<file path="src/rtl/upower_fetch_unit_if.sv">
// Fetch-unit bus bundle: imem req/ack, execute redirect, decode valid/ready.
// master is the fetch unit side, slave is the memory/execute/decode environment.
interface upower_fetch_unit_if;
   logic        imem_req;
   logic [31:0] imem_addr;
   logic        imem_ack;
   logic [31:0] imem_rdata;
   logic        redirect_valid;
   logic [31:0] redirect_pc;
   logic        inst_valid;
   logic [31:0] inst_data;
   logic [31:0] inst_pc;
   logic        inst_ready;

   modport master (
      output imem_req, imem_addr, inst_valid, inst_data, inst_pc,
      input  imem_ack, imem_rdata, redirect_valid, redirect_pc, inst_ready
   );

   modport slave (
      input  imem_req, imem_addr, inst_valid, inst_data, inst_pc,
      output imem_ack, imem_rdata, redirect_valid, redirect_pc, inst_ready
   );
endinterface

</file>
<file path="src/rtl/upower_fetch_unit.sv">
// uPower fetch: PC + imem req/ack into a FIFO_DEPTH prefetch FIFO, 1 cycle ack->inst_valid, redirect flushes.
// Issue stalls while the FIFO has no room (inst_ready backpressure); FETCH_PERF_CNT_EN adds perf counters.
module upower_fetch_unit #(
   parameter logic [31:0] RESET_PC   = 32'h0000_0000,
   parameter int          FIFO_DEPTH = 4
) (
   input  logic clock,
   input  logic reset_n,
   upower_fetch_unit_if.master bus
`ifdef FETCH_PERF_CNT_EN
   ,
   output logic [31:0] perf_fetched,
   output logic [15:0] perf_flushed
`endif
);
   localparam int PW = $clog2(FIFO_DEPTH);
   localparam int CW = PW + 1;
   localparam logic [CW-1:0] DEPTH_C = CW'(FIFO_DEPTH);

   typedef enum logic [1:0] {IDLE, FETCH, DROP} state_t;

   state_t        r_state, w_state_nxt;
   logic [31:0]   r_pc, w_pc_nxt;
   logic          r_req, w_req_nxt;
   logic [31:0]   r_addr, w_addr_nxt;
   logic [31:0]   r_fifo_data [FIFO_DEPTH];
   logic [31:0]   r_fifo_pc   [FIFO_DEPTH];
   logic [PW-1:0] r_wr_ptr, r_rd_ptr;
   logic [CW-1:0] r_count;

   logic          w_ack, w_pop, w_push;
   logic [CW-1:0] w_count_after;

   assign w_ack         = r_req & bus.imem_ack;
   assign w_pop         = (r_count != '0) & bus.inst_ready;
   assign w_count_after = r_count - CW'(w_pop);

   assign bus.imem_req   = r_req;
   assign bus.imem_addr  = r_addr;
   assign bus.inst_valid = (r_count != '0);
   assign bus.inst_data  = r_fifo_data[r_rd_ptr];
   assign bus.inst_pc    = r_fifo_pc[r_rd_ptr];

   always_comb begin
      w_state_nxt = r_state;
      w_pc_nxt    = r_pc;
      w_req_nxt   = r_req;
      w_addr_nxt  = r_addr;
      w_push      = 1'b0;
      case (r_state)
         IDLE: begin
            if (!bus.redirect_valid && (w_count_after < DEPTH_C)) begin
               w_req_nxt   = 1'b1;
               w_addr_nxt  = r_pc;
               w_state_nxt = FETCH;
            end
         end
         FETCH: begin
            // In FETCH r_addr always equals r_pc, so pc+4 is also the next address.
            if (bus.redirect_valid) begin
               if (w_ack) begin
                  w_req_nxt   = 1'b0;
                  w_state_nxt = IDLE;
               end else begin
                  w_state_nxt = DROP;
               end
            end else if (w_ack) begin
               w_push   = 1'b1;
               w_pc_nxt = r_pc + 32'd4;
               if ((w_count_after + CW'(1)) < DEPTH_C) begin
                  w_addr_nxt = r_pc + 32'd4;
               end else begin
                  w_req_nxt   = 1'b0;
                  w_state_nxt = IDLE;
               end
            end
         end
         DROP: begin
            if (w_ack) begin
               w_req_nxt   = 1'b0;
               w_state_nxt = IDLE;
            end
         end
         default: begin
            w_req_nxt   = 1'b0;
            w_state_nxt = IDLE;
         end
      endcase
      if (bus.redirect_valid) begin
         w_pc_nxt = {bus.redirect_pc[31:2], 2'b00};
      end
   end

   always_ff @(posedge clock or negedge reset_n) begin
      if (!reset_n) begin
         r_state  <= IDLE;
         r_pc     <= RESET_PC;
         r_req    <= 1'b0;
         r_addr   <= RESET_PC;
         r_wr_ptr <= '0;
         r_rd_ptr <= '0;
         r_count  <= '0;
         for (int i = 0; i < FIFO_DEPTH; i++) begin
            r_fifo_data[i] <= '0;
            r_fifo_pc[i]   <= '0;
         end
      end else begin
         r_state <= w_state_nxt;
         r_pc    <= w_pc_nxt;
         r_req   <= w_req_nxt;
         r_addr  <= w_addr_nxt;
         if (w_push) begin
            r_fifo_data[r_wr_ptr] <= bus.imem_rdata;
            r_fifo_pc[r_wr_ptr]   <= r_pc;
         end
         if (bus.redirect_valid) begin
            r_wr_ptr <= '0;
            r_rd_ptr <= '0;
            r_count  <= '0;
         end else begin
            r_wr_ptr <= r_wr_ptr + PW'(w_push);
            r_rd_ptr <= r_rd_ptr + PW'(w_pop);
            r_count  <= w_count_after + CW'(w_push);
         end
      end
   end

`ifdef FETCH_PERF_CNT_EN
   logic [31:0] r_perf_fetched;
   logic [15:0] r_perf_flushed;
   logic [16:0] w_flush_sum;

   // Discarded entries exclude a coincident pop; a request in FETCH is lost too.
   assign w_flush_sum = {1'b0, r_perf_flushed} + 17'(w_count_after)
                      + 17'(r_state == FETCH);

   always_ff @(posedge clock or negedge reset_n) begin
      if (!reset_n) begin
         r_perf_fetched <= '0;
         r_perf_flushed <= '0;
      end else begin
         if (w_push && (r_perf_fetched != '1)) begin
            r_perf_fetched <= r_perf_fetched + 32'd1;
         end
         if (bus.redirect_valid) begin
            r_perf_flushed <= w_flush_sum[16] ? '1 : w_flush_sum[15:0];
         end
      end
   end

   assign perf_fetched = r_perf_fetched;
   assign perf_flushed = r_perf_flushed;
`endif
endmodule

</file>
<file path="src/flat_wrapper.sv">
// flat-port wrapper written by rule: the top's interface ports become plain ports
module upower_fetch_unit_flat 
#(
   parameter logic [31:0] RESET_PC   = 32'h0000_0000,
   parameter int          FIFO_DEPTH = 4
)
  (clock, reset_n, bus_imem_req, bus_imem_addr, bus_inst_valid, bus_inst_data, bus_inst_pc, bus_imem_ack, bus_imem_rdata, bus_redirect_valid, bus_redirect_pc, bus_inst_ready);
  upower_fetch_unit_if bus_i ();
  input  logic clock;
  input  logic reset_n;
  output wire logic [$bits(bus_i.imem_req)-1:0] bus_imem_req;
  output wire logic [$bits(bus_i.imem_addr)-1:0] bus_imem_addr;
  output wire logic [$bits(bus_i.inst_valid)-1:0] bus_inst_valid;
  output wire logic [$bits(bus_i.inst_data)-1:0] bus_inst_data;
  output wire logic [$bits(bus_i.inst_pc)-1:0] bus_inst_pc;
  input wire logic [$bits(bus_i.imem_ack)-1:0] bus_imem_ack;
  input wire logic [$bits(bus_i.imem_rdata)-1:0] bus_imem_rdata;
  input wire logic [$bits(bus_i.redirect_valid)-1:0] bus_redirect_valid;
  input wire logic [$bits(bus_i.redirect_pc)-1:0] bus_redirect_pc;
  input wire logic [$bits(bus_i.inst_ready)-1:0] bus_inst_ready;
  assign bus_imem_req = bus_i.imem_req;
  assign bus_imem_addr = bus_i.imem_addr;
  assign bus_inst_valid = bus_i.inst_valid;
  assign bus_inst_data = bus_i.inst_data;
  assign bus_inst_pc = bus_i.inst_pc;
  assign bus_i.imem_ack = bus_imem_ack;
  assign bus_i.imem_rdata = bus_imem_rdata;
  assign bus_i.redirect_valid = bus_redirect_valid;
  assign bus_i.redirect_pc = bus_redirect_pc;
  assign bus_i.inst_ready = bus_inst_ready;
  upower_fetch_unit #(.RESET_PC(RESET_PC), .FIFO_DEPTH(FIFO_DEPTH)) u_core (.clock(clock), .reset_n(reset_n), .bus(bus_i));
endmodule
</file>
<file path="config.mk">
export PLATFORM = sky130hd
export DESIGN_NAME = upower_fetch_unit_flat
export DESIGN_NICKNAME = d
export VERILOG_FILES = /design/src/rtl/upower_fetch_unit_if.sv /design/src/rtl/upower_fetch_unit.sv /design/src/flat_wrapper.sv
export SDC_FILE = /design/constraint.sdc
export NUM_CORES = 1
export LEC_CHECK = 0
export CAP_MARGIN = 5
export CORE_ASPECT_RATIO = 1.25
export CORE_MARGIN = 4
export CORE_UTILIZATION = 40
export CTS_BUF_LIST = sky130_fd_sc_hd__clkbuf_16
export DETAILED_ROUTE_END_ITERATION = 8
export GPL_TIMING_DRIVEN = 0
export PLACE_DENSITY = 0.6
export SLEW_MARGIN = 25
export SYNTH_ARGS = -nofsm -noshare
export SYNTH_HDL_FRONTEND = slang
export SYNTH_SLANG_ARGS = --single-unit
</file>
<file path="constraint.sdc">
create_clock -name clock -period 3.1 [get_ports clock]
set_clock_uncertainty 0.05 [all_clocks]
set_input_delay 0.62 -clock clock [delete_from_list [all_inputs] [get_ports clock]]
set_output_delay 0.62 -clock clock [all_outputs]
set_load 0.03 [all_outputs]
</file>
# --- After elaboration in Yosys (flattened, before gate mapping) ---
# Cells that the tools add are included.
word_totals:
  romBits: 0
  ff_bits: 330
  latch_bits: 0
  elab_cells: 88
  input_bits: 69
  ramBits: 0
  n_memories: 0
  out_inout_bits: 98
op_classes:
  bitwise: 4
  n_eq_ne: 9
  n_reduce_logical: 12
  n_shift: 0
  muxes: 37
  magnitude_cmp: 5
  n_mul: 0
  addsub: 6
  div: 0
ops:
  columns: ["op", "n"]
  rows:
  - ["32-bit two-way mux", 12]
  - ["128-bit bitwise mux", 2]
  - ["32-bit binary-select mux with 2-bit select", 2]
  - ["32-bit demux with 2-bit select", 1]
  - ["32-bit case mux with 2 select lines", 1]
  - ["32-bit by 3-bit adder with 32-bit output, second input constant", 1]
  - ["2-bit two-way mux", 8]
  - ["1-bit two-way mux", 8]
  - ["2-bit by 1-bit != test with 1-bit output, second input constant", 4]
  - ["3-bit greater-or-equal comparator, second input constant", 2]
  - ["3-bit < comparator, second input constant", 2]
  - ["2-bit NOT with 3-bit output", 2]
  - ["2-bit case mux with 3 select lines", 1]
  - ["2-bit nonzero test", 3]
  - ["5-bit AND reduction", 1]
  - ["2-bit by 1-bit adder with 2-bit output", 2]
  - ["4-bit AND reduction", 1]
  - ["3-bit by 1-bit adder with 3-bit output", 1]
  - ["3-bit by 1-bit adder with 3-bit output, second input constant", 1]
  - ["3-bit by 1-bit < comparator with 1-bit output, second input constant", 1]
  - ["3-bit two-way mux", 1]
  - ["3-bit by 2-bit != test with 1-bit output, second input constant", 1]
  - ["3-bit != test, second input constant", 1]
  - ["1-bit case mux with 3 select lines", 1]
  - ["other kinds (11)", 13]

# --- Longest topological paths before layout ---
# Gate-level depths: netlist (run 1).
logic_depth:
  depth_word: 9
  depth_mapped: 9
  ltp_nobuf: 9

# --- Worst setup path after synthesis (run 1) ---
# No wires, ideal clock.
synth_path:
  path_type: "register to register"
  from: "register u_core.r_count[1]"
  to: "register u_core.r_addr[10] (netlist: u_core.bus.imem_addr[10])"
  arrival_time_ns: 2.684
  setup_slack_ns: 0.242
  required_time_ns: 2.925
  path_stages_with_launch: 10
  setup_time_ns: 0.125
  path_buffers: 1
  path_cell_list: "dfrtp_1 or3_1 and2_1 ha_1 ha_1 xor2_1 nor3_1 a2bb2oi_1 buf_2 mux2_2"
synth_between:
  elab_chain_len: 7
  word_cells_on_any_way: 10
  classes_between: "add/sub (2); order compare (2); eq/ne (2); bitwise (1); reduce/logical (3)"
synth_lines:
  columns: ["item", "line_no", "text"]
  rows:
  - ["start: declaration", "upower_fetch_unit.sv:29", "logic [CW-1:0] r_count;"]
  - ["start signal: assignment", "upower_fetch_unit.sv:123", "r_count <= w_count_after + CW'(w_push);"]
  - ["3-bit nonzero test *", null, null]
  - ["net bus_inst_valid", "flat_wrapper.sv:13", "output wire logic [$bits(bus_i.inst_valid)-1:0] bus_inst_valid;"]
  - ["1-bit bitwise AND *", "upower_fetch_unit.sv:35", "assign w_pop = (r_count != '0) & bus.inst_ready;"]
  - ["3-bit by 1-bit subtractor with 3-bit output *", "upower_fetch_unit.sv:36", "assign w_count_after = r_count - CW'(w_pop);"]
  - ["3-bit by 1-bit adder with 3-bit output / 3-bit < comparator (equally long branches)", "upower_fetch_unit.sv:70, upower_fetch_unit.sv:52", null]
  - ["3-bit < comparator / 1-bit logical AND (equally long branches)", "upower_fetch_unit.sv:70, upower_fetch_unit.sv:52", null]
  - ["2-bit by 1-bit != test with 1-bit output (no line)", null, null]
  - ["5-bit AND reduction (no line) *", null, null]
  - ["end signal: assignment", "upower_fetch_unit.sv:111", "r_addr <= w_addr_nxt;"]
  - ["end: declaration", "upower_fetch_unit.sv:25", "logic [31:0] r_addr, w_addr_nxt;"]
# The timed path passes the listed nets; every way through them passes the cells marked *.
# A chain may end at the register's enable or synchronous reset.

# --- Final worst setup path (run 1) ---
layout_path:
  from: "register u_core.r_rd_ptr[0]"
  to: "output bus_inst_pc[21]"
layout_between:
  elab_chain_len: 4
layout_lines:
  columns: ["item", "line_no", "text"]
  rows:
  - ["start: declaration", "upower_fetch_unit.sv:28", "logic [PW-1:0] r_wr_ptr, r_rd_ptr;"]
  - ["start signal: assignment", "upower_fetch_unit.sv:122", "r_rd_ptr <= r_rd_ptr + PW'(w_pop);"]
  - ["2-bit NOT with 3-bit output (not written as such)", "upower_fetch_unit.sv:42", "assign bus.inst_pc = r_fifo_pc[r_rd_ptr];"]
  - ["32-bit binary-select mux with 2-bit select", "upower_fetch_unit.sv:42", null]
  - ["32-bit two-way mux (not written as such) (2 in a row)", "upower_fetch_unit.sv:42", null]
  - ["end: declaration", "flat_wrapper.sv:15", "output wire logic [$bits(bus_i.inst_pc)-1:0] bus_inst_pc;"]
# Every way passes these cells. The select of a mux whose other input is x is not followed.

==> results of run 1 <==
[layer usage]
metal	vias to the layer above	part of all wire	routed length [um]
li1	4070	-	-
met1	4667	0.45	15800
met2	175	0.48	17000
met3	55	0.040	1390
met4	0	0.026	930
met5	-	0	0
[cell usage after synthesis, drive strengths merged]
cell | n | area share
a21oi | 3 | 0.0010
a2bb2oi | 1 | 0.00060
a32o | 1 | 0.00068
and2 | 1 | 0.00043
and3 | 3 | 0.0013
and4 | 1 | 0.00060
buf | 59 | 0.024
clkbuf | 27 | 0.0070
conb | 1 | 0.00026
dfrtp | 318 | 0.54
ha | 7 | 0.0060
inv | 8 | 0.0020
mux2 | 275 | 0.21
mux2i | 1 | 0.00068
mux4 | 62 | 0.095
nand2 | 57 | 0.015
nand2b | 2 | 0.00085
nand3 | 23 | 0.0082
nand3b | 1 | 0.00051
nand4 | 17 | 0.0072
nand4b | 1 | 0.0016
nor2 | 23 | 0.0060
nor2b | 6 | 0.0026
nor3 | 7 | 0.0027
nor4 | 12 | 0.0089
nor4b | 1 | 0.0016
o21ai | 36 | 0.012
o22ai | 1 | 0.00043
or2 | 2 | 0.00085
or3 | 2 | 0.00085
or4 | 2 | 0.0013
xnor2 | 39 | 0.023
xor2 | 24 | 0.014
[layout make-up]
type	count	area, sq um	area share
well taps	480	601	0.0332
inverters	8	30.0	0.00166
flip-flops and latches	318	7960	0.440
clock buffers	37	926	0.0511
multi-input cells	615	6270	0.347
clock inverters	22	144	0.00795
repair buffers	165	1660	0.0914
plain buffers	85	515	0.0285
[kinds of logic after synthesis]
| family | count (synthesis) | share of synthesized area |
|---|---|---|
| multiplexers | 338 | 0.306 |
| flip-flops | 318 | 0.541 |
| AND/OR/NAND/NOR | 161 | 0.0600 |
| buffers and inverters | 94 | 0.0334 |
| XOR/XNOR | 63 | 0.0375 |
| AO/OA/AOI/OAI | 42 | 0.0150 |
| adder cells (fa/ha/maj) | 7 | 0.00596 |
| other | 1 | 0.000255 |
[stage by stage]
step | TNS [ns] | instances | cell area, sq um | hold WS (ns)
finish | 0 | 1730 | 18100 | 0.431
global route | 0 | 1730 | 18100 | 0.454
CTS | -0.0971 | 1730 | 18100 | 0.433
detailed placement | -29.80 | 1671 | 17000 | 0.421
global placement | -4109.57 | 1667 | 16900 | 0.415
floorplan | 0 | 1027 | 14700 | 0.274
[registers in the layout, summed over array words and instances, names as in the netlist]
| name | count |
|---|---|
| u_core.r_fifo_pc | 120 |
| u_core.r_wr_ptr | 2 |
| u_core.bus.imem_addr | 30 |
| u_core.r_pc | 30 |
| u_core.r_fifo_data | 128 |
| u_core.bus.imem_req | 1 |
| u_core.r_rd_ptr | 2 |
| u_core.r_count | 3 |
| u_core.r_state | 2 |
[worst max path at each step]
stage | slack [ns] | to
final | 0.11 | bus_inst_pc[21]
after global routing | 0.002 | u_core.bus.imem_addr[5]$_DFFE_PN0P_
after CTS | -0.1 | bus_inst_data[27]
after global placement | -12.88 | u_core.bus.imem_addr[15]$_DFFE_PN0P_
after detailed placement | -0.36 | u_core.bus.imem_addr[12]$_DFFE_PN0P_
after floorplan | 0.24 | u_core.bus.imem_addr[10]$_DFFE_PN0P_
[timing repair]
item | 4_1_cts | 5_1_grt
resized for setup | 82 | 5
hold endpoints to repair | 34 | 0
setup endpoints to repair | 92 | 22
hold buffers | 1 | 0
[report_power, final]
part	leakage, nW	switching, mW	internal [mW]
registers	4.21	0.468	5.04
logic	3.46	3.30	2.80
clock network	0.557	1.64	2.31
total	8.23	5.41	10.2
==> flow_summary.yaml, run 1 <==
outcome:
  outcome: "finished, final reports clean"
global_routing:
  busiest_layer: "met2"
  gr-usage-all-layers: 0.177
  grt_start_max_net_pins: 91
  grt_use_met3: 0.0306
  global_route.usage.met1: 0.245
  first_global_vias: 9689
  grt.overflow.total: 0
  grt_pass1_wl_mm: 56.3
  use_met2: 0.287
  antenna_found_initial: 0
cells_and_area:
  fill_cells: 3271
  layout_common_cells: "sky130_fd_sc_hd__dfrtp_1 (317), sky130_fd_sc_hd__mux2_2 (267), sky130_fd_sc_hd__clkdlybuf4s50_1 (99)"
  finalNetCount: 1305
  finish.utilization: 0.499
  num_antenna_cells: 0
  area.growth.synth_to_final_pct: 23.2
  final_common_cell: "sky130_fd_sc_hd__dfrtp_1"
  final_layout_size_suffix_gt1_frac: 0.367
synth:
  synth_warnings: 0
  postSynthRegisterBits: 318
  synth.yosys.seq_area_share: 0.541
  post_synth_num_cell_types: 45
  mappedNetlistArea_sq_um: 14700
  synth_area_per_cell_sq_um: 14.4
  synth_cells: 1024
timing:
  fmax_mhz: 335
  grt_setup_unrepaired: "no"
  final_critical_path_setup_slack_ns: 0.114
  setup_viol: 0
  layout_worst_path_cycle_share: 0.963
  worst_slew_pin_slew_ns: 0.938
  drv_slew: 0
  count_of_endpoints_failing_hold_in_the_final_timing_report: 0
  slew_margin_rel: 0.370
  final.min_clock_period_ns: 2.99
run:
  drv_cap: 0
worst_setup_path:
  cp_top_family: "buffers and inverters"
  crit_path_max_cell_delay_ns: 0.57
  cp_slowest_cell: "sky130_fd_sc_hd__mux4_2"
  reg2reg_depth: 9
  critical_path_buffers_and_inverters: 3
  worst-endpoint-arrival_ns: 2.32
  regToRegSetupSlack_ns: 0.20
  r2r-end: "u_core.bus.imem_addr[3]$_DFFE_PN0P_"
  critical_path.endpoint_type: "output port"
  cp_cell_sequence: "clkbuf_4 -> buf_6 -> mux4_2 -> dlygate4sd2_1"
  critical_path_class: "reg -> out"
  worstSetupStartpointType: "flop"
  cp-startpoint: "u_core.r_rd_ptr[0]$_DFF_PN0_"
  timing.rr.start: "u_core.r_count[2]$_DFF_PN0_"
  worst_ep_required_time_ns: 2.43
  crit_fanout: 10
  critical_path_depth: 4
cts:
  tritoncts: "built"
  tritoncts.num_buffers: 36
  buffer_levels_on_the_longest_clock_path: 3
  clkLatencyLatePin_ns: 0.52
  cts.clk_slew.worst_paths_ns: 0.06
  cts_root_buffer_type: "sky130_fd_sc_hd__clkbuf_16"
  htreeDepth: 2
  post_cts.repair.setup_buffers: 0
  cts.sink_count: 318
floorplanning:
  row_cnt: 78
  pin_count: 167
  start_util: 0.405
  floorplan.die.height_um: 222
  core_sq_um: 36300
  floorplan.die_area_sq_um: 39900
  fp.dieW_um: 179
min_path:
  hold_path.startpoint: "u_core.r_fifo_pc[43]$_DFFE_PN0P_"
  min-delay-path-class: "reg -> reg"
  hold_end: "u_core.r_fifo_pc[43]$_DFFE_PN0P_"
  hold-path-cell-count: 1
pwr:
  power.static_leakage_nw: 8.23
  total_power_mw: 15.6
  max-vdd-ir-drop_mv: 0.533
  power-per-cell-area_nw_per_um2: 859
placed_design:
  pre_cts_ws_ns: -0.365
  dpl.hpwl_mm: 24.1
  buffer_ports.inserted: 160
  routabilityCongestion: 0.777
route:
  detail-route-antenna-nets: 0
  drt-total-wl_mm: 35.2
  route.detailed.wl_per_inst_um: 20.3
  detailedRoute.firstPassIterationCount: 4
  detail_route.vias_per_cell: 5.18
  num_vias: 8967
  drcViolationCount: 0
  first_iter_violations: 399
No activity file was read; power rests on OpenSTA's default activity.
==> run 2, diff against run 1 <==
--- a/config.mk
+++ b/config.mk
@@ -13,6 +13,7 @@
 export DETAILED_ROUTE_END_ITERATION = 8
 export GPL_TIMING_DRIVEN = 0
 export PLACE_DENSITY = 0.6
+export SKIP_LAST_GASP = 1
 export SLEW_MARGIN = 25
 export SYNTH_ARGS = -nofsm -noshare
 export SYNTH_HDL_FRONTEND = slang
==> flow_summary.yaml, run 2 (same netlist as run 1, synthesis figures left out) <==
global_routing:
  grt_start_max_net_pins: 91
  antenna_found_initial: 0
  gr-usage-all-layers: 0.177
  grt_pass1_wl_mm: 56.3
  first_global_vias: 9689
  grt.overflow.total: 0
pwr:
  max-vdd-ir-drop_mv: 0.532
  power.static_leakage_nw: 8.22
  power-per-cell-area_nw_per_um2: 860
  p_clk_frac: 0.254
  internal_power_mw: 10.1
  p_seq_frac: 0.354
  total_power_mw: 15.6
  net_switching_fraction_of_the_power: 0.348
  switch_pwr_mw: 5.42
  comb_power_share: 0.392
outcome:
  violations: "setup timing"
  outcome: "finished with violations"
timing:
  layout_worst_path_cycle_share: 1.01
  final.min_clock_period_ns: 3.13
  worst_hold_slack_ns: 0.433
  setup_viol: 1
  worst_slew_pin_slew_ns: 0.955
  final_critical_path_setup_slack_ns: -0.0318
  slew_margin_rel: 0.358
  count_of_endpoints_failing_hold_in_the_final_timing_report: 0
  grt_setup_unrepaired: "yes"
  drv_slew: 0
  fmax_mhz: 319
route:
  detail_route.vias_per_cell: 5.22
  first_iter_violations: 360
  drcViolationCount: 0
  num_vias: 9033
  detailedRoute.firstPassIterationCount: 5
  route.detailed.wl_per_inst_um: 20.4
  detail-route-antenna-nets: 0
  drt-total-wl_mm: 35.3
cells_and_area:
  final_common_cell: "sky130_fd_sc_hd__dfrtp_1"
  largest_registers: "u_core.r_fifo_data (128), u_core.r_fifo_pc (120)"
  area.growth.synth_to_final_pct: 23.1
  final_layout_size_suffix_gt1_frac: 0.367
  num_antenna_cells: 0
  layout_common_cells: "sky130_fd_sc_hd__dfrtp_1 (317), sky130_fd_sc_hd__mux2_2 (267), sky130_fd_sc_hd__clkdlybuf4s50_1 (100)"
  seq_area_sq_um: 7960
  finalNetCount: 1305
  multiInputGateArea_sq_um: 6270
  max_ffs_per_register: 128
  largest_register: "u_core.r_fifo_data"
  fill_cells: 3272
placed_design:
  routabilityCongestion: 0.777
  buffer_ports.inserted: 160
  dpl.hpwl_mm: 24.1
worst_setup_path:
  cp_slowest_cell: "sky130_fd_sc_hd__clkdlybuf4s50_1"
  worst-endpoint-arrival_ns: 2.46
  worstSetupStartpointType: "flop"
  critical_path.endpoint_type: "output port"
  critical_path_class: "reg -> out"
  crit_fanout: 10
  crit_path_max_cell_delay_ns: 0.60
  cp_cell_sequence: "clkbuf_4 -> buf_6 -> mux4_2 -> clkdlybuf4s50_1"
  worst_ep_required_time_ns: 2.43
cts:
  cts_root_buffer_type: "sky130_fd_sc_hd__clkbuf_16"
  htreeDepth: 2
  clkLatencyLatePin_ns: 0.51
  buffer_levels_on_the_longest_clock_path: 3
  cts.clk_slew.worst_paths_ns: 0.06
  cts.sink_count: 318
  tritoncts.num_buffers: 36
  tritoncts: "built"
  post_cts.repair.setup_buffers: 0
floorplanning:
  fp.dieW_um: 179
  row_cnt: 78
  pin_count: 167
  start_util: 0.405
  core_sq_um: 36300
  floorplan.die.height_um: 222
  floorplan.die_area_sq_um: 39900
run:
  drv_cap: 0
min_path:
  min-delay-path-class: "reg -> reg"
run 2: worst paths after layout:
path                                             startpoint                                    to  slack, ns  depth (start not counted)
max in group asynchronous                           reset_n  u_core.bus.imem_addr[14]$_DFFE_PN0P_       1.38                          4
min reg2reg                u_core.r_fifo_pc[40]$_DFFE_PN0P_      u_core.r_fifo_pc[40]$_DFFE_PN0P_       0.43                          1
max                            u_core.r_rd_ptr[0]$_DFF_PN0_                     bus_inst_data[27]      -0.03                          4
min in group asynchronous                           reset_n    u_core.r_fifo_data[81]$_DFFE_PN0P_       0.52                          2
min                        u_core.r_fifo_pc[40]$_DFFE_PN0P_      u_core.r_fifo_pc[40]$_DFFE_PN0P_       0.43                          1
max reg2reg                     u_core.r_count[2]$_DFF_PN0_   u_core.bus.imem_addr[3]$_DFFE_PN0P_       0.19                          9
run 2: area by class of cell:
class | count | area share
buffer | 85 | 0.0281
clock buffer | 37 | 0.0512
clock inverter | 22 | 0.00795
inverter | 8 | 0.00166
multi-input combinational | 615 | 0.347
sequential | 318 | 0.440
tap | 480 | 0.0332
timing repair buffer | 165 | 0.0915
run 2: stage by stage:
stage,setup slack [ns],utilization,std cells,cell area [sq um],setup TNS (ns)
final,-0.0318,0.498,1730,18100,-0.0318
after global routing,-0.140,0.498,1730,18100,-0.192
after CTS,-0.171,0.498,1730,18100,-0.314
after detailed placement,-0.365,0.469,1671,17000,-29.80
after global placement,-12.88,0.466,1667,16900,-4109.57
after floorplan,0.242,-,1027,14700,0
run 2: per-layer routing:
metal  up-vias  GRT usage  share of wire
met1      4706      0.245           0.45
met2       188      0.287           0.48
met4         0     0.0546          0.027
li1       4083          -              -
met3        56     0.0306          0.041
met5         -          0              0
run 2: timing repair:
action,4_1_cts,5_1_grt
hold buffers,1,0
cloned,0,0
gates resized for setup,80,4
setup endpoints to repair,92,20
endpoints found under the hold margin,34,0
run 2: worst max-delay path, delay by kind of cell (launching register included):
| kind | cells | cell delay [ns] |
|---|---|---|
| multiplexers | 1 | 0.51 |
| flip-flops | 1 | 0.35 |
| buffers and inverters | 3 | 1.08 |
run 2: power by group through the flow:
| stage | clock [mW] | combinational, mW | sequential [mW] |
|---|---|---|---|
| after floorplan | 0 | 3.80 | 5.83 |
| after global placement | 0 | 6.45 | 5.57 |
| after detailed placement | 0 | 6.51 | 5.58 |
| after CTS | 4.08 | 6.21 | 5.52 |
| after global routing | 4.23 | 6.51 | 5.63 |
| final | 3.96 | 6.10 | 5.51 |
==> run 3, diff against run 2 <==
--- a/config.mk
+++ b/config.mk
@@ -6,7 +6,7 @@
 export NUM_CORES = 1
 export LEC_CHECK = 0
 export CAP_MARGIN = 5
-export CORE_ASPECT_RATIO = 1.25
+export CORE_ASPECT_RATIO = 1.75
 export CORE_MARGIN = 4
 export CORE_UTILIZATION = 40
 export CTS_BUF_LIST = sky130_fd_sc_hd__clkbuf_16
==> constraint.sdc (replaced) <==
create_clock -name clock -period 3.8 [get_ports clock]
set_clock_uncertainty 0.05 [all_clocks]
set_input_delay 0.76 -clock clock [delete_from_list [all_inputs] [get_ports clock]]
set_output_delay 0.76 -clock clock [all_outputs]
set_load 0.03 [all_outputs]
==> flow_summary.yaml, run 3 (same netlist as run 1, synthesis figures left out) <==
cells_and_area:
  layout_common_cells: "sky130_fd_sc_hd__dfrtp_1 (318), sky130_fd_sc_hd__mux2_2 (267), sky130_fd_sc_hd__clkdlybuf4s50_1 (159)"
  num_antenna_cells: 0
  final_common_cell: "sky130_fd_sc_hd__dfrtp_1"
  largest_registers: "u_core.r_fifo_data (128), u_core.r_fifo_pc (120)"
  post_layout_nonfiller_instances: 1718
  max_ffs_per_register: 128
  area.growth.synth_to_final_pct: 22.5
  largest_register: "u_core.r_fifo_data"
  finalNetCount: 1300
  final_layout_size_suffix_gt1_frac: 0.369
  fill_cells: 3178
  postLayoutCellArea_sq_um: 18000
pwr:
  comb_power_share: 0.412
  power-per-cell-area_nw_per_um2: 708
  power.static_leakage_nw: 7.99
  internal_power_mw: 8.27
  p_seq_frac: 0.355
  net_switching_fraction_of_the_power: 0.351
  p_clk_frac: 0.234
  max-vdd-ir-drop_mv: 0.382
  switch_pwr_mw: 4.47
cts:
  htreeDepth: 1
  clkLatencyLatePin_ns: 0.57
  cts.clk_slew.worst_paths_ns: 0.07
  cts_root_buffer_type: "sky130_fd_sc_hd__clkbuf_16"
  buffer_levels_on_the_longest_clock_path: 3
  tritoncts.num_buffers: 31
  post_cts.repair.setup_buffers: 0
  tritoncts: "built"
  cts.sink_count: 318
route:
  drcViolationCount: 0
  drt-total-wl_mm: 36.0
  num_vias: 8943
  first_iter_violations: 422
  route.detailed.wl_per_inst_um: 21.0
  detail_route.vias_per_cell: 5.21
  detailedRoute.firstPassIterationCount: 4
  detail-route-antenna-nets: 0
timing:
  count_of_endpoints_failing_hold_in_the_final_timing_report: 0
  final.min_clock_period_ns: 3.65
  layout_worst_path_cycle_share: 0.962
  fin_tns_setup_ns: 0
  fmax_mhz: 274
  setup_viol: 0
  slew_margin_rel: 0.392
  grt_setup_unrepaired: "yes"
  worst_slew_pin_slew_ns: 0.904
  drv_slew: 0
worst_setup_path:
  regToRegSetupSlack_ns: 0.73
  cp_cell_sequence: "clkbuf_2 -> buf_2 -> mux4_2 -> clkdlybuf4s50_1"
  critical_path_class: "reg -> out"
  crit_fanout: 10
  critical_path_buffers_and_inverters: 3
  timing.rr.start: "u_core.r_count[1]$_DFF_PN0_"
  critical_path.endpoint_type: "output port"
  reg2reg_depth: 9
  worstSetupStartpointType: "flop"
  worst_ep_required_time_ns: 2.99
  cp_slowest_cell: "sky130_fd_sc_hd__clkdlybuf4s50_1"
  worst-endpoint-arrival_ns: 2.84
  r2r-end: "u_core.bus.imem_addr[23]$_DFFE_PN0P_"
  crit_path_max_cell_delay_ns: 0.62
  cp_top_family: "buffers and inverters"
floorplanning:
  row_cnt: 92
  floorplan.die_area_sq_um: 40000
  core_sq_um: 36100
  fp.dieW_um: 153
  start_util: 0.407
  pin_count: 167
  floorplan.die.height_um: 262
global_routing:
  antenna_found_initial: 0
  grt.overflow.total: 0
  grt_start_max_net_pins: 94
  first_global_vias: 9799
  gr-usage-all-layers: 0.181
  grt_pass1_wl_mm: 57.0
min_path:
  hold_end: "u_core.r_fifo_pc[40]$_DFFE_PN0P_"
  min-delay-path-class: "reg -> reg"
  hold_path.startpoint: "u_core.r_fifo_pc[40]$_DFFE_PN0P_"
  hold-path-cell-count: 1
outcome:
  outcome: "finished, final reports clean"
placed_design:
  dpl.hpwl_mm: 25.4
  routabilityCongestion: 0.769
  post-place-cells: 1661
  buffer_ports.inserted: 160
  placed_cell_area_sq_um: 17000
run:
  drv_cap: 0
[run 3: worst reg2reg max path, delay by kind of cell, from the launching register on]
| kind | cells | cell delay (ns) |
|---|---|---|
| AO/OA/AOI/OAI | 1 | 0.23 |
| XOR/XNOR | 1 | 0.46 |
| adder cells (fa/ha/maj) | 2 | 0.39 |
| buffers and inverters | 1 | 0.31 |
| flip-flops | 1 | 0.38 |
| multiplexers | 1 | 0.38 |
| AND/OR/NAND/NOR | 3 | 0.76 |
[run 3: per-stage QoR]
step           hold slack (ns)  setup WS [ns]  total power [mW]  utilization
5_1_grt                  0.459       -0.00415              13.4        0.498
4_1_cts                  0.435         0.0223              13.0        0.498
3_5_place_dp             0.421          0.257              9.92        0.471
2_1_floorplan            0.395          0.942              7.86            -
3_3_place_gp             0.412         -12.11              9.83        0.467
6_report                 0.435          0.146              12.7        0.498
[run 3: final cells by class]
class                           instances  area [sq um]  area share
Buffer                                 85           473      0.0263
Clock buffer                           31           776      0.0431
Clock inverter                         26           195      0.0108
Inverter                                8          30.0     0.00167
Multi-Input combinational cell        615          6260       0.348
Sequential cell                       318          7960       0.442
Tap cell                              470           588      0.0327
Timing Repair Buffer                  165          1730      0.0959
[run 3: power by group through the flow]
stage / combinational, mW / clock, mW / sequential [mW]
global route: 5.59 / 3.21 / 4.61
CTS: 5.35 / 3.08 / 4.52
finish: 5.24 / 2.98 / 4.52
global placement: 5.27 / 0 / 4.56
floorplan: 3.10 / 0 / 4.76
detailed placement: 5.33 / 0 / 4.59
[run 3: what timing repair did]
action,CTS,global route
gates cloned,0,0
setup endpoints to repair,60,12
hold buffers,1,0
gates resized for setup,7,3
hold endpoints to repair,28,0
[run 3: routing by layer]
layer / share of wire / vias up / track usage
met3: 0.034 / 52 / 0.0218
met2: 0.54 / 158 / 0.336
met4: 0.025 / 0 / 0.0550
li1: - / 4076 / -
met5: 0 / - / 0
met1: 0.40 / 4657 / 0.221
[run 3: how the worst max path moves through the flow]
stage               slack, ns                          from                                    to  depth (start not counted)
floorplan                0.94   u_core.r_count[1]$_DFF_PN0_  u_core.bus.imem_addr[10]$_DFFE_PN0P_                          9
global placement       -12.11                       reset_n   u_core.r_fifo_data[110]$_DFFE_PN0P_                          1
detailed placement       0.26                  bus_imem_ack      u_core.r_fifo_pc[89]$_DFFE_PN0P_                          7
CTS                      0.02  u_core.r_rd_ptr[0]$_DFF_PN0_                     bus_inst_data[28]                          4
global route           -0.004  u_core.r_rd_ptr[0]$_DFF_PN0_                      bus_inst_data[8]                          4
finish                   0.15  u_core.r_rd_ptr[0]$_DFF_PN0_                       bus_inst_pc[24]                          4
